**config.mk**
```make
export PLATFORM = sky130hd
export DESIGN_NAME = flag_sequencer
export DESIGN_NICKNAME = d
export VERILOG_FILES = /design/src/rtl/flag_sequencer.sv
export SDC_FILE = /design/constraint.sdc
export NUM_CORES = 1
export LEC_CHECK = 0
export BUFFER_PORTS_ARGS = -buffer_cell sky130_fd_sc_hd__clkbuf_2
export CAP_MARGIN = 15
export CORE_MARGIN = 3
export CORE_UTILIZATION = 44
export DETAILED_ROUTE_END_ITERATION = 7
export GPL_TIMING_DRIVEN = 0
export PLACE_DENSITY = 0.73
export REMOVE_ABC_BUFFERS = 1
export SLEW_MARGIN = 30
export SYNTH_ARGS = -nofsm -noshare
export SYNTH_HDL_FRONTEND = slang
export SYNTH_SLANG_ARGS = --single-unit
```
**constraint.sdc**
```tcl
create_clock -name clk -period 5.1 [get_ports clk]
set_input_delay 1.275 -clock clk [delete_from_list [all_inputs] [get_ports clk]]
set_output_delay 1.275 -clock clk [all_outputs]
set_load 0.03 [all_outputs]
```
**src/rtl/flag_sequencer.sv**
```systemverilog
//-----------------------------------------------------------------------------
// flag_sequencer
//
// Selects one of NUM_FLAGS flag colour streams for the VGA pixel path.
// Flag changes take effect only at frame boundaries. A change can come from a
// manual select, a next/prev step or the auto-advance timer.
//
// Optional feature macro: FLAG_SEQ_WIPE_EN
//   defined   : a flag change is shown as a left-to-right wipe. The wipe edge
//               advances WIPE_STEP pixels per frame until it reaches H_ACTIVE.
//   undefined : a flag change is instant at frame_start. busy is tied to 0.
//
// Ports
//   clk          pixel clock
//   rst          asynchronous reset, active-high
//   frame_start  one-cycle pulse at the start of each frame
//   pix_x        current pixel column
//   pix_y        current pixel row (unused; kept for generator parity)
//   flag_colors  flag i colour at bits [i*COLOR_W +: COLOR_W]
//   manual_sel   requested flag index (ignored if >= NUM_FLAGS)
//   manual_valid one-cycle strobe: request manual_sel
//   step_next    one-cycle strobe: request target+1 (modulo NUM_FLAGS)
//   step_prev    one-cycle strobe: request target-1 (modulo NUM_FLAGS)
//   auto_en      enables the auto-advance timer
//   color        registered output colour
//   cur_index    flag currently shown / being wiped in
//   count        constant NUM_FLAGS
//   busy         high while a wipe is in progress
//-----------------------------------------------------------------------------
module flag_sequencer #(
    parameter int NUM_FLAGS       = 8,
    parameter int COLOR_W         = 6,
    parameter int FRAMES_PER_FLAG = 180,
    parameter int H_ACTIVE        = 640,
    parameter int WIPE_STEP       = 16
) (
    input  logic                         clk,
    input  logic                         rst,
    input  logic                         frame_start,
    input  logic [9:0]                   pix_x,
    input  logic [9:0]                   pix_y,
    input  logic [NUM_FLAGS*COLOR_W-1:0] flag_colors,
    input  logic [7:0]                   manual_sel,
    input  logic                         manual_valid,
    input  logic                         step_next,
    input  logic                         step_prev,
    input  logic                         auto_en,
    output logic [COLOR_W-1:0]           color,
    output logic [7:0]                   cur_index,
    output logic [7:0]                   count,
    output logic                         busy
);

    localparam int             TW         = (FRAMES_PER_FLAG > 1) ? $clog2(FRAMES_PER_FLAG) : 1;
    localparam logic [TW-1:0]  TIMER_LAST = TW'(FRAMES_PER_FLAG - 1);
    localparam logic [7:0]     LAST_IDX   = 8'(NUM_FLAGS - 1);

    logic              pend_valid, pend_valid_d;
    logic [7:0]        pend_tgt, pend_tgt_d;
    logic [7:0]        cur_d;
    logic [TW-1:0]     timer, timer_d;
    logic [COLOR_W-1:0] color_d;
    logic [7:0]        base_idx, next_idx, prev_idx, sel_idx;
    logic              manual_ok, idle, auto_req;

`ifdef FLAG_SEQ_WIPE_EN
    localparam int WPW = $clog2(H_ACTIVE + WIPE_STEP + 1);
    localparam int CW  = (WPW > 10) ? WPW : 10;

    typedef enum logic {IDLE, WIPE} state_t;

    state_t          state, state_d;
    logic [7:0]      old_idx, old_d;
    logic [WPW-1:0]  wipe_pos, wipe_d;

    logic unused_pix;
    assign unused_pix = ^pix_y;
    assign idle       = (state == IDLE);
    assign busy       = (state == WIPE);
`else
    logic unused_pix;
    assign unused_pix = ^{pix_x, pix_y};
    assign idle       = 1'b1;
    assign busy       = 1'b0;
`endif

    assign count = 8'(NUM_FLAGS);

    // Steps are taken from the pending target so back-to-back steps accumulate.
    assign base_idx  = pend_valid ? pend_tgt : cur_index;
    assign next_idx  = (base_idx == LAST_IDX) ? 8'd0 : base_idx + 8'd1;
    assign prev_idx  = (base_idx == 8'd0) ? LAST_IDX : base_idx - 8'd1;
    assign manual_ok = ({1'b0, manual_sel} < 9'(NUM_FLAGS));

    // The timer raises its request as soon as it sits at the last count, so the
    // switch lands on the following frame_start: one flag per FRAMES_PER_FLAG
    // frames.
    assign auto_req  = auto_en && idle && !pend_valid && (timer == TIMER_LAST);

    always_comb begin
        pend_valid_d = pend_valid;
        pend_tgt_d   = pend_tgt;
        cur_d        = cur_index;
        timer_d      = timer;
        sel_idx      = cur_index;
`ifdef FLAG_SEQ_WIPE_EN
        state_d      = state;
        old_d        = old_idx;
        wipe_d       = wipe_pos;
`endif

        if (auto_req) begin
            timer_d = '0;
        end else if (frame_start && auto_en && idle && !pend_valid) begin
            timer_d = timer + 1'b1;
        end

        if (frame_start && idle && pend_valid) begin
            pend_valid_d = 1'b0;
            if (pend_tgt != cur_index) begin
                cur_d   = pend_tgt;
                timer_d = '0;
`ifdef FLAG_SEQ_WIPE_EN
                old_d   = cur_index;
                wipe_d  = WPW'(WIPE_STEP);
                state_d = WIPE;
`endif
            end
        end
`ifdef FLAG_SEQ_WIPE_EN
        else if (frame_start && state == WIPE) begin
            if (wipe_pos + WPW'(WIPE_STEP) >= WPW'(H_ACTIVE)) begin
                wipe_d  = '0;
                state_d = IDLE;
            end else begin
                wipe_d  = wipe_pos + WPW'(WIPE_STEP);
            end
        end
`endif

        // New captures come after the apply so a request arriving with
        // frame_start survives into the next frame.
        if (manual_valid) begin
            if (manual_ok) begin
                pend_valid_d = 1'b1;
                pend_tgt_d   = manual_sel;
            end
        end else if (step_next) begin
            pend_valid_d = 1'b1;
            pend_tgt_d   = next_idx;
        end else if (step_prev) begin
            pend_valid_d = 1'b1;
            pend_tgt_d   = prev_idx;
        end else if (auto_req) begin
            pend_valid_d = 1'b1;
            pend_tgt_d   = next_idx;
        end

`ifdef FLAG_SEQ_WIPE_EN
        if (state == WIPE && CW'(pix_x) >= CW'(wipe_pos)) begin
            sel_idx = old_idx;
        end
`endif
        color_d = flag_colors[sel_idx*COLOR_W +: COLOR_W];
    end

    always_ff @(posedge clk or posedge rst) begin
        if (rst) begin
            color      <= '0;
            cur_index  <= '0;
            pend_valid <= 1'b0;
            pend_tgt   <= '0;
            timer      <= '0;
        end else begin
            color      <= color_d;
            cur_index  <= cur_d;
            pend_valid <= pend_valid_d;
            pend_tgt   <= pend_tgt_d;
            timer      <= timer_d;
        end
    end

`ifdef FLAG_SEQ_WIPE_EN
    always_ff @(posedge clk or posedge rst) begin
        if (rst) begin
            state    <= IDLE;
            old_idx  <= '0;
            wipe_pos <= '0;
        end else begin
            state    <= state_d;
            old_idx  <= old_d;
            wipe_pos <= wipe_d;
        end
    end
`endif

endmodule

```
==> results of run 1 <==
[sequential cells by signal, indices dropped and copies added, names as in the netlist]
signal      count
color           6
cur_index       8
pend_tgt        8
pend_valid      1
timer           8
[how the worst min path moves through the flow]
stage / to / slack [ns] / from
2_1_floorplan: timer[7]$_DFF_PP0_ / 0.50 / timer[7]$_DFF_PP0_
3_5_place_dp: timer[7]$_DFF_PP0_ / 0.55 / timer[7]$_DFF_PP0_
4_1_cts: timer[6]$_DFF_PP0_ / 0.57 / timer[6]$_DFF_PP0_
6_report: timer[6]$_DFF_PP0_ / 0.57 / timer[6]$_DFF_PP0_
3_3_place_gp: timer[7]$_DFF_PP0_ / 0.53 / timer[7]$_DFF_PP0_
5_1_grt: timer[6]$_DFF_PP0_ / 0.59 / timer[6]$_DFF_PP0_
[cell type report]
class                   count  share of cell area, %
clock buffers               7                   2.66
multi-input cells         188                   53.0
well taps                  70                   3.05
flip-flops and latches     31                   27.1
repair buffers             76                   13.3
inverters                   7                  0.915
[Yosys cell counts (2+ instances only)]
cell      count  area [um^2]
a21oi_1       2         10.0
mux2i_1      16          160
o21ai_0      12         60.1
nand4b_1      3         26.3
a221o_1       3         30.0
nand3_1       6         30.0
o31a_1        3         26.3
mux2_2       12          135
o211ai_1      2         15.0
or2_2         2         12.5
nor4_1        4         25.0
a21o_1        2         15.0
nand2_1       9         33.8
nor2_1       20         75.1
xnor2_1       9         78.8
nor3b_1       4         30.0
buf_4         9         67.6
nor3_1        8         40.0
o22ai_1       3         18.8
nand3b_1      3         22.5
conb_1        2         7.51
nand2b_1      4         25.0
dfrtp_1      31          776
clkbuf_1     16         60.1
xor2_1       16          140
and3b_1       3         26.3
buf_1         3         11.3
mux4_2       12          270
inv_1         7         26.3
ha_1          4         50.1
nand4_1       4         25.0
buf_6         3         33.8
[cells by family (layout without fill, tap and decap cells)]
family	after synthesis	count (layout)	share of synthesized area, %
simple gates	77	77	17.2
flops	31	31	31.3
other cells	2	9	0.303
buf+inv	39	90	8.24
xor+xnor	25	25	8.85
fa+ha+maj	4	4	2.02
mux	40	40	22.9
compound gates	33	33	9.20
[power breakdown]
| group | leakage, uW | total, uW | switching, uW | internal, uW |
|---|---|---|---|---|
| combinational | 0.000931 | 700 | 347 | 353 |
| sequential | 0.000400 | 529 | 205 | 325 |
| clock | 0.0000383 | 179 | 85.3 | 93.7 |
| total | 0.00137 | 1410 | 637 | 771 |
[metrics by stage]
| step | instance area [um^2] | cells | hold WS, ns | worst slack [ns] | power [uW] |
|---|---|---|---|---|---|
| floorplan | 2320 | 226 | 0.505 | 2.20 | 1030 |
| global placement | 2790 | 372 | 0.527 | 1.92 | 1220 |
| detailed placement | 2790 | 372 | 0.547 | 1.91 | 1230 |
| CTS | 2870 | 379 | 0.573 | 2.09 | 1420 |
| global route | 2870 | 379 | 0.592 | 2.02 | 1520 |
| finish | 2870 | 379 | 0.570 | 2.18 | 1410 |
[routing by layer]
| layer | wire length [um] | GRT usage, % | up-vias |
|---|---|---|---|
| met2 | 2890 | 30.3 | 79 |
| li1 | - | - | 1003 |
| met3 | 404 | 3.44 | 5 |
| met5 | 0 | 0 | - |
| met1 | 2440 | 24.7 | 1008 |
| met4 | 93 | 8.45 | 0 |
[worst reg2reg max path, delay by kind of cell, from the launching register on]
kind / cells / cell delay, ns
compound gates: 4 / 1.18
fa+ha+maj: 1 / 0.25
mux: 1 / 0.61
flops: 1 / 0.75
==> impl_metrics.json, run 1 <==
{
  "finalClockSkew_ns": 0.0107,
  "antenna_cells": 0,
  "critPathLaunchType": "flop",
  "cp_slowest_cell": "dfrtp_2",
  "final_core_util_pct": 54.5,
  "synthArstFlopShare_pct": 100,
  "register_area_um2": 778,
  "start_util_pct": 47.0,
  "worst_skew_pair.late_latency_ns": 0.29,
  "crit_type": "reg -> reg",
  "hold_viol_final": 0,
  "worstPathCellList": "mux2i_1 -> ha_1 -> o21ai_0 -> o21ai_0 -> o22ai_1 -> a221o_1",
  "multi_input_area_mm2": 0.00152,
  "cts_hold_buf": 0,
  "numCtsBuffers": 5,
  "setup.worst_path.start": "pend_valid$_DFF_PP0_",
  "cp-end-kind": "flop",
  "ys_warn_count": 0,
  "cts_tree": "yes",
  "fin_crit_sh_pct": 57.2,
  "synth_top_flop_cell": "dfrtp_1",
  "io_pins": 106,
  "chipWidth_um": 81,
  "fmax_mhz": 343,
  "ctsResizeCount": 0,
  "drt_first_pass_iters": 4,
  "ir_drop_uv": 277,
  "cts-root-buf": "clkbuf_8",
  "tns_ns": 0,
  "track_usage_pct": 18.8,
  "power_density_mw_per_mm2": 491,
  "die_area_mm2": 0.00656,
  "dpl.hpwl_um": 4310,
  "antenna_found_initial": 0,
  "post_cts_buffers": 0,
  "cp.arrival_ns": 3.08,
  "path_max_fanout": 35,
  "post_drt_wl_per_cell_um": 15.4,
  "r2r-end": "pend_tgt[3]$_DFFE_PP0P_",
  "cp_common_cell": "o21ai_0",
  "grt_pass1_vias": 2042,
  "layout_commonest_cell": "clkbuf_2",
  "cts_num_sinks": 31,
  "cp.required_ns": 5.26,
  "setup_violations": 0,
  "portBuffers": 76,
  "wirelength_um": 5820,
  "antenna_left": 0,
  "drtIter0Drc": 171,
  "regToRegStartpoint": "pend_valid$_DFF_PP0_",
  "finalMaxSlewViolations": 0,
  "grt_max_degree": 36,
  "drt-vias-per-instance": 5.53,
  "whs_path_depth": 2,
  "synthCells": 251,
  "synthesis.area_mm2": 0.00247,
  "synth_cell_types": 46,
  "worstMarginPinSlew_ns": 0.828,
  "num-fill-cells": 480,
  "num_vias": 2095,
  "crit_end": "pend_tgt[3]$_DFFE_PP0P_",
  "drive_above_1_share_pct": 35.9,
  "grt_remaining_overflow": 0,
  "synth_edf_count": 0,
  "cp.depth": 6,
  "grt_pass1_wl_um": 9440,
  "crit_family": "compound AO/OA/AOI/OAI gates",
  "final_nets": 396,
  "min_period_ns": 2.92,
  "crit_buf_inv": 0,
  "status": "completed",
  "rr_worst_depth": 6,
  "relSlewSlack_pct": 44.8,
  "fp.dieH_um": 81,
  "syn_to_final_growth_pct": 16.0,
  "ctsHtreeMaxLevel": 2,
  "p_leak_uw": 0.00137,
  "yosys_register_bits": 31,
  "coreArea_mm2": 0.00527,
  "r2r_slack_ns": 2.18,
  "clkTransAtPathRegs_ns": 0.07,
  "hp-class": "reg -> reg",
  "ctsLongestPathBuffers": 2,
  "avgSynthCellArea_um2": 9.86,
  "gp_congestion": 0.837,
  "cap_violations": 0,
  "mostFrequentLayoutCells": "clkbuf_2, dfrtp_1, nor2_1",
  "ys_seq_area_share_pct": 31.3,
  "drcViolationCount": 0,
  "grt_setup_unrepaired": "false",
  "rows": 26,
  "max_stage_delay_ns": 0.75
}
Note: power is estimated with default switching activity, not from simulation.
==> inputs of run 2 (changes only) <==
--- a/config.mk
+++ b/config.mk
@@ -11,7 +11,7 @@
 export CORE_UTILIZATION = 44
 export DETAILED_ROUTE_END_ITERATION = 7
 export GPL_TIMING_DRIVEN = 0
-export PLACE_DENSITY = 0.73
+export PLACE_DENSITY = 0.76
 export REMOVE_ABC_BUFFERS = 1
 export SLEW_MARGIN = 30
 export SYNTH_ARGS = -nofsm -noshare
==> constraint.sdc (replaced) <==
create_clock -name clk -period 2.5 [get_ports clk]
set_input_delay 0.625 -clock clk [delete_from_list [all_inputs] [get_ports clk]]
set_output_delay 0.625 -clock clk [all_outputs]
set_load 0.03 [all_outputs]
==> impl_metrics.json, run 2 (synthesis results as in run 1) <==
{
  "status": "completed",
  "portBuffers": 76,
  "cts_tree": "yes",
  "rr_worst_depth": 5,
  "coreArea_mm2": 0.00527,
  "dp.cells": 372,
  "seqPwrFrac_pct": 35.4,
  "grt_setup_unrepaired": "false",
  "antenna_left": 0,
  "p_sw_uw": 1340,
  "cp-end-kind": "flop",
  "post_drt_wl_per_cell_um": 15.5,
  "crit_family": "simple AND/OR/NAND/NOR gates",
  "clockPowerShare_pct": 16.9,
  "path_max_fanout": 9,
  "drtIter0Drc": 130,
  "fmax_mhz": 415,
  "setup_violations": 0,
  "drive_above_1_share_pct": 38.0,
  "crit_type": "reg -> reg",
  "critPathLaunchType": "flop",
  "final_core_util_pct": 56.1,
  "grt_remaining_overflow": 0,
  "cp.arrival_ns": 2.58,
  "cts-root-buf": "clkbuf_8",
  "drt_first_pass_iters": 4,
  "finalClockSkew_ns": 0.00611,
  "cts_hold_buf": 0,
  "min_period_ns": 2.41,
  "worst_skew_pair.late_latency_ns": 0.29,
  "rows": 26,
  "numCtsBuffers": 5,
  "setup.worst_path.start": "pend_valid$_DFF_PP0_",
  "gp_congestion": 0.825,
  "hp-class": "in -> async",
  "grt_max_degree": 32,
  "cp_slowest_cell": "or4b_1",
  "antenna_found_initial": 0,
  "largestRegisters": "cur_index (8), pend_tgt (8), timer (8)",
  "ctsHtreeMaxLevel": 2,
  "fp.dieH_um": 81,
  "cts_num_sinks": 31,
  "start_util_pct": 47.0,
  "ir_drop_uv": 779,
  "clkTransAtPathRegs_ns": 0.07,
  "cap_violations": 0,
  "die_area_mm2": 0.00656,
  "worstPathCellList": "or4b_1 -> or3_1 -> a21o_1 -> and2_4 -> a221o_1",
  "stdcell_count": 383,
  "drt-vias-per-instance": 5.58,
  "relSlewSlack_pct": 38.9,
  "fin_crit_sh_pct": 96.3,
  "final_nets": 399,
  "p_leak_uw": 0.00141,
  "io_pins": 106,
  "num_vias": 2137,
  "hold_viol_final": 0,
  "antenna_cells": 0,
  "worstMarginPinSlew_ns": 0.917,
  "syn_to_final_growth_pct": 19.5,
  "track_usage_pct": 19.0,
  "grt_pass1_wl_um": 9670,
  "chipWidth_um": 81,
  "crit_buf_inv": 0,
  "ctsLongestPathBuffers": 2,
  "power_density_mw_per_mm2": 1030,
  "regToRegStartpoint": "pend_valid$_DFF_PP0_",
  "p_int_uw": 1720,
  "mostFrequentLayoutCells": "clkbuf_2, dfrtp_1, nor2_1",
  "power_frac_comb_pct": 47.7,
  "num-fill-cells": 484,
  "finalMaxSlewViolations": 0,
  "cp.required_ns": 2.68,
  "grt_pass1_vias": 2078,
  "layout_commonest_cell": "clkbuf_2",
  "max_stage_delay_ns": 0.55,
  "dpl.hpwl_um": 4330,
  "drcViolationCount": 0,
  "wirelength_um": 5940,
  "swShare_pct": 43.7,
  "cp.depth": 5
}
[run 2: through the flow]
step	instance area, um^2	power (uW)	setup WS, ns	hold slack [ns]	TNS, ns
final	2960	3060	0.0925	0.397	0
after global routing	2960	3280	0.0251	0.454	0
after CTS	2930	3050	0.00470	0.424	0
after detailed placement	2790	2510	-0.573	0.532	-3.43
after global placement	2790	2470	-0.589	0.522	-3.30
after floorplan	2320	2100	-0.0827	0.505	-0.253
[run 2: power by group through the flow]
stage | Combinational [uW] | Clock (uW) | Sequential (uW)
floorplan | 942 | 0 | 1150
global placement | 1390 | 0 | 1080
detailed placement | 1430 | 0 | 1090
CTS | 1450 | 526 | 1080
global route | 1600 | 547 | 1130
finish | 1460 | 517 | 1080
[run 2: worst paths after layout]
kind,to,slack (ns)
max,pend_tgt[5]$_DFFE_PP0P_,0.09
min,timer[5]$_DFF_PP0_,0.40
max reg2reg,pend_tgt[5]$_DFFE_PP0P_,0.09
min reg2reg,timer[7]$_DFF_PP0_,0.55
max in group asynchronous,cur_index[0]$_DFFE_PP0P_,1.61
min in group clk,timer[7]$_DFF_PP0_,0.55
[run 2: cell type report]
| cell class | count | area (um^2) | share of cell area [%] |
|---|---|---|---|
| multi-input combinational | 188 | 1530 | 51.6 |
| sequential | 31 | 785 | 26.5 |
| clock inverter | 2 | 35.0 | 1.18 |
| timing repair buffer | 79 | 415 | 14.0 |
| inverter | 7 | 26.3 | 0.889 |
| clock buffer | 6 | 82.6 | 2.79 |
| tap | 70 | 87.6 | 2.96 |
[run 2: per-layer routing]
metal | part of all wire, % | wire length [um] | track usage, % | up-vias
met4 | 0.99 | 59 | 6.42 | 0
li1 | - | - | - | 1008
met2 | 50 | 2990 | 30.7 | 102
met1 | 40 | 2390 | 24.4 | 1018
met3 | 8.5 | 508 | 5.65 | 9
met5 | 0 | 0 | 0 | -
[run 2: repair_timing]
| action | 4_1_cts | 5_1_grt |
|---|---|---|
| buffers inserted | 1 | 2 |
| gates resized for setup | 5 | 3 |
| setup endpoints to repair | 24 | 8 |
[run 2: worst reg2reg max path, stage by stage (launching register included)]
cell and delay, ns:
dfrtp_4 0.50, or4b_1 0.55, or3_1 0.41, a21o_1 0.27
and2_4 0.21, a221o_1 0.35
==> inputs of run 3 (changes only) <==
==> constraint.sdc (replaced) <==
create_clock -name clk -period 2.15 [get_ports clk]
set_input_delay 0.5375 -clock clk [delete_from_list [all_inputs] [get_ports clk]]
set_output_delay 0.5375 -clock clk [all_outputs]
set_load 0.03 [all_outputs]
==> impl_metrics.json, run 3 (synthesis results as in run 1) <==
{
  "antenna_left": 0,
  "num-fill-cells": 447,
  "gp_congestion": 0.825,
  "grt_setup_unrepaired": "true",
  "mostFrequentLayoutCells": "clkbuf_2, dfrtp_1, nor2_1",
  "post_drt_wl_per_cell_um": 16.8,
  "fp.dieH_um": 81,
  "cts_num_sinks": 31,
  "layout_commonest_cell": "clkbuf_2",
  "cp.required_ns": 2.33,
  "drive_above_1_share_pct": 46.6,
  "grt_pass1_wl_um": 10400,
  "path_max_fanout": 8,
  "power_uw": 3940,
  "antenna_cells": 0,
  "track_usage_pct": 20.6,
  "chipWidth_um": 81,
  "hp-class": "in -> async",
  "num_vias": 2227,
  "rows": 26,
  "drtIter0Drc": 131,
  "coreArea_mm2": 0.00527,
  "tns_ns": -0.130,
  "cp-end-kind": "flop",
  "cts_tree": "yes",
  "worst_slack_ns": -0.0411,
  "drt_first_pass_iters": 4,
  "drcViolationCount": 0,
  "holdWs_ns": 0.309,
  "grt_remaining_overflow": 0,
  "syn_to_final_growth_pct": 28.6,
  "fmax_mhz": 456,
  "portBuffers": 76,
  "final_nets": 410,
  "setup.worst_path.start": "pend_valid$_DFF_PP0_",
  "ctsHtreeMaxLevel": 2,
  "setup_violations": 4,
  "crit_type": "reg -> reg",
  "numCtsBuffers": 5,
  "grt_pass1_vias": 2199,
  "power_density_mw_per_mm2": 1240,
  "cap_violations": 0,
  "p_leak_uw": 0.00148,
  "finalMaxSlewViolations": 0,
  "cts-root-buf": "clkbuf_8",
  "cp.arrival_ns": 2.37,
  "regToRegStartpoint": "pend_valid$_DFF_PP0_",
  "min_period_ns": 2.19,
  "clkTransAtPathRegs_ns": 0.07,
  "hold_viol_final": 0,
  "critPathLaunchType": "flop",
  "io_pins": 106,
  "antenna_found_initial": 0,
  "worstMarginPinSlew_ns": 0.651,
  "start_util_pct": 47.0,
  "wirelength_um": 6630,
  "final_core_util_pct": 60.4,
  "ir_drop_uv": 930,
  "relSlewSlack_pct": 56.5,
  "status": "finished, violations left",
  "finalClockSkew_ns": 0.00717,
  "drt-vias-per-instance": 5.65,
  "fin_crit_sh_pct": 102,
  "grt_max_degree": 32,
  "violations": "negative setup slack",
  "dpl.hpwl_um": 4330,
  "die_area_mm2": 0.00656,
  "worst_skew_pair.late_latency_ns": 0.29,
  "largestRegisters": "cur_index (8), pend_tgt (8), timer (8)",
  "ctsLongestPathBuffers": 2
}
[run 3: what timing repair did]
action,CTS,global route
cloned,0,0
gates resized for setup,24,17
endpoints found under the setup margin,25,24
pin swaps,6,4
buffers inserted,9,5
hold buffers,0,0
[run 3: final timing paths]
path,to,slack [ns],cells past startpoint
max in group asynchronous,cur_index[1]$_DFFE_PP0P_,1.34,2
setup reg to reg,pend_tgt[5]$_DFFE_PP0P_,-0.04,5
hold / removal,timer[5]$_DFF_PP0_,0.31,2
hold reg to reg,timer[7]$_DFF_PP0_,0.55,2
setup / recovery,pend_tgt[5]$_DFFE_PP0P_,-0.04,5
min in group clk,pend_valid$_DFF_PP0_,0.47,2
[run 3: area by class of cell]
type / count / area, um^2 / area share (%)
timing repair buffer: 90 / 489 / 15.4
multi-input combinational: 188 / 1670 / 52.6
tap: 70 / 87.6 / 2.75
clock buffer: 6 / 82.6 / 2.59
inverter: 7 / 26.3 / 0.825
clock inverter: 2 / 35.0 / 1.10
sequential: 31 / 788 / 24.8
[run 3: routing by layer]
layer	vias up	global-route usage [%]	share of wire, %
li1	1032	-	-
met1	1068	26.0	38
met2	109	34.2	52
met3	18	5.54	8.2
met4	0	6.76	1.8
met5	-	0	0
[run 3: where the power goes]
part | leakage [uW] | switching, uW | internal (uW) | total, uW
registers | 0.000398 | 523 | 785 | 1310
logic | 0.00102 | 1020 | 1010 | 2030
clock network | 0.0000612 | 231 | 375 | 606
[run 3: worst max-delay path: stages (launching register included)]
cell and delay [ns]:
dfrtp_4 0.51, or4b_4 0.49, or3_4 0.36, a21o_4 0.22, and2_4 0.17, a221o_1 0.32
[run 3: per-stage QoR]
step	cell area, um^2	instances	worst slack, ns
finish	3180	394	-0.0411
global route	3180	394	-0.0830
CTS	3060	389	-0.0254
detailed placement	2790	372	-0.923
global placement	2790	372	-0.939
floorplan	2320	226	-0.433
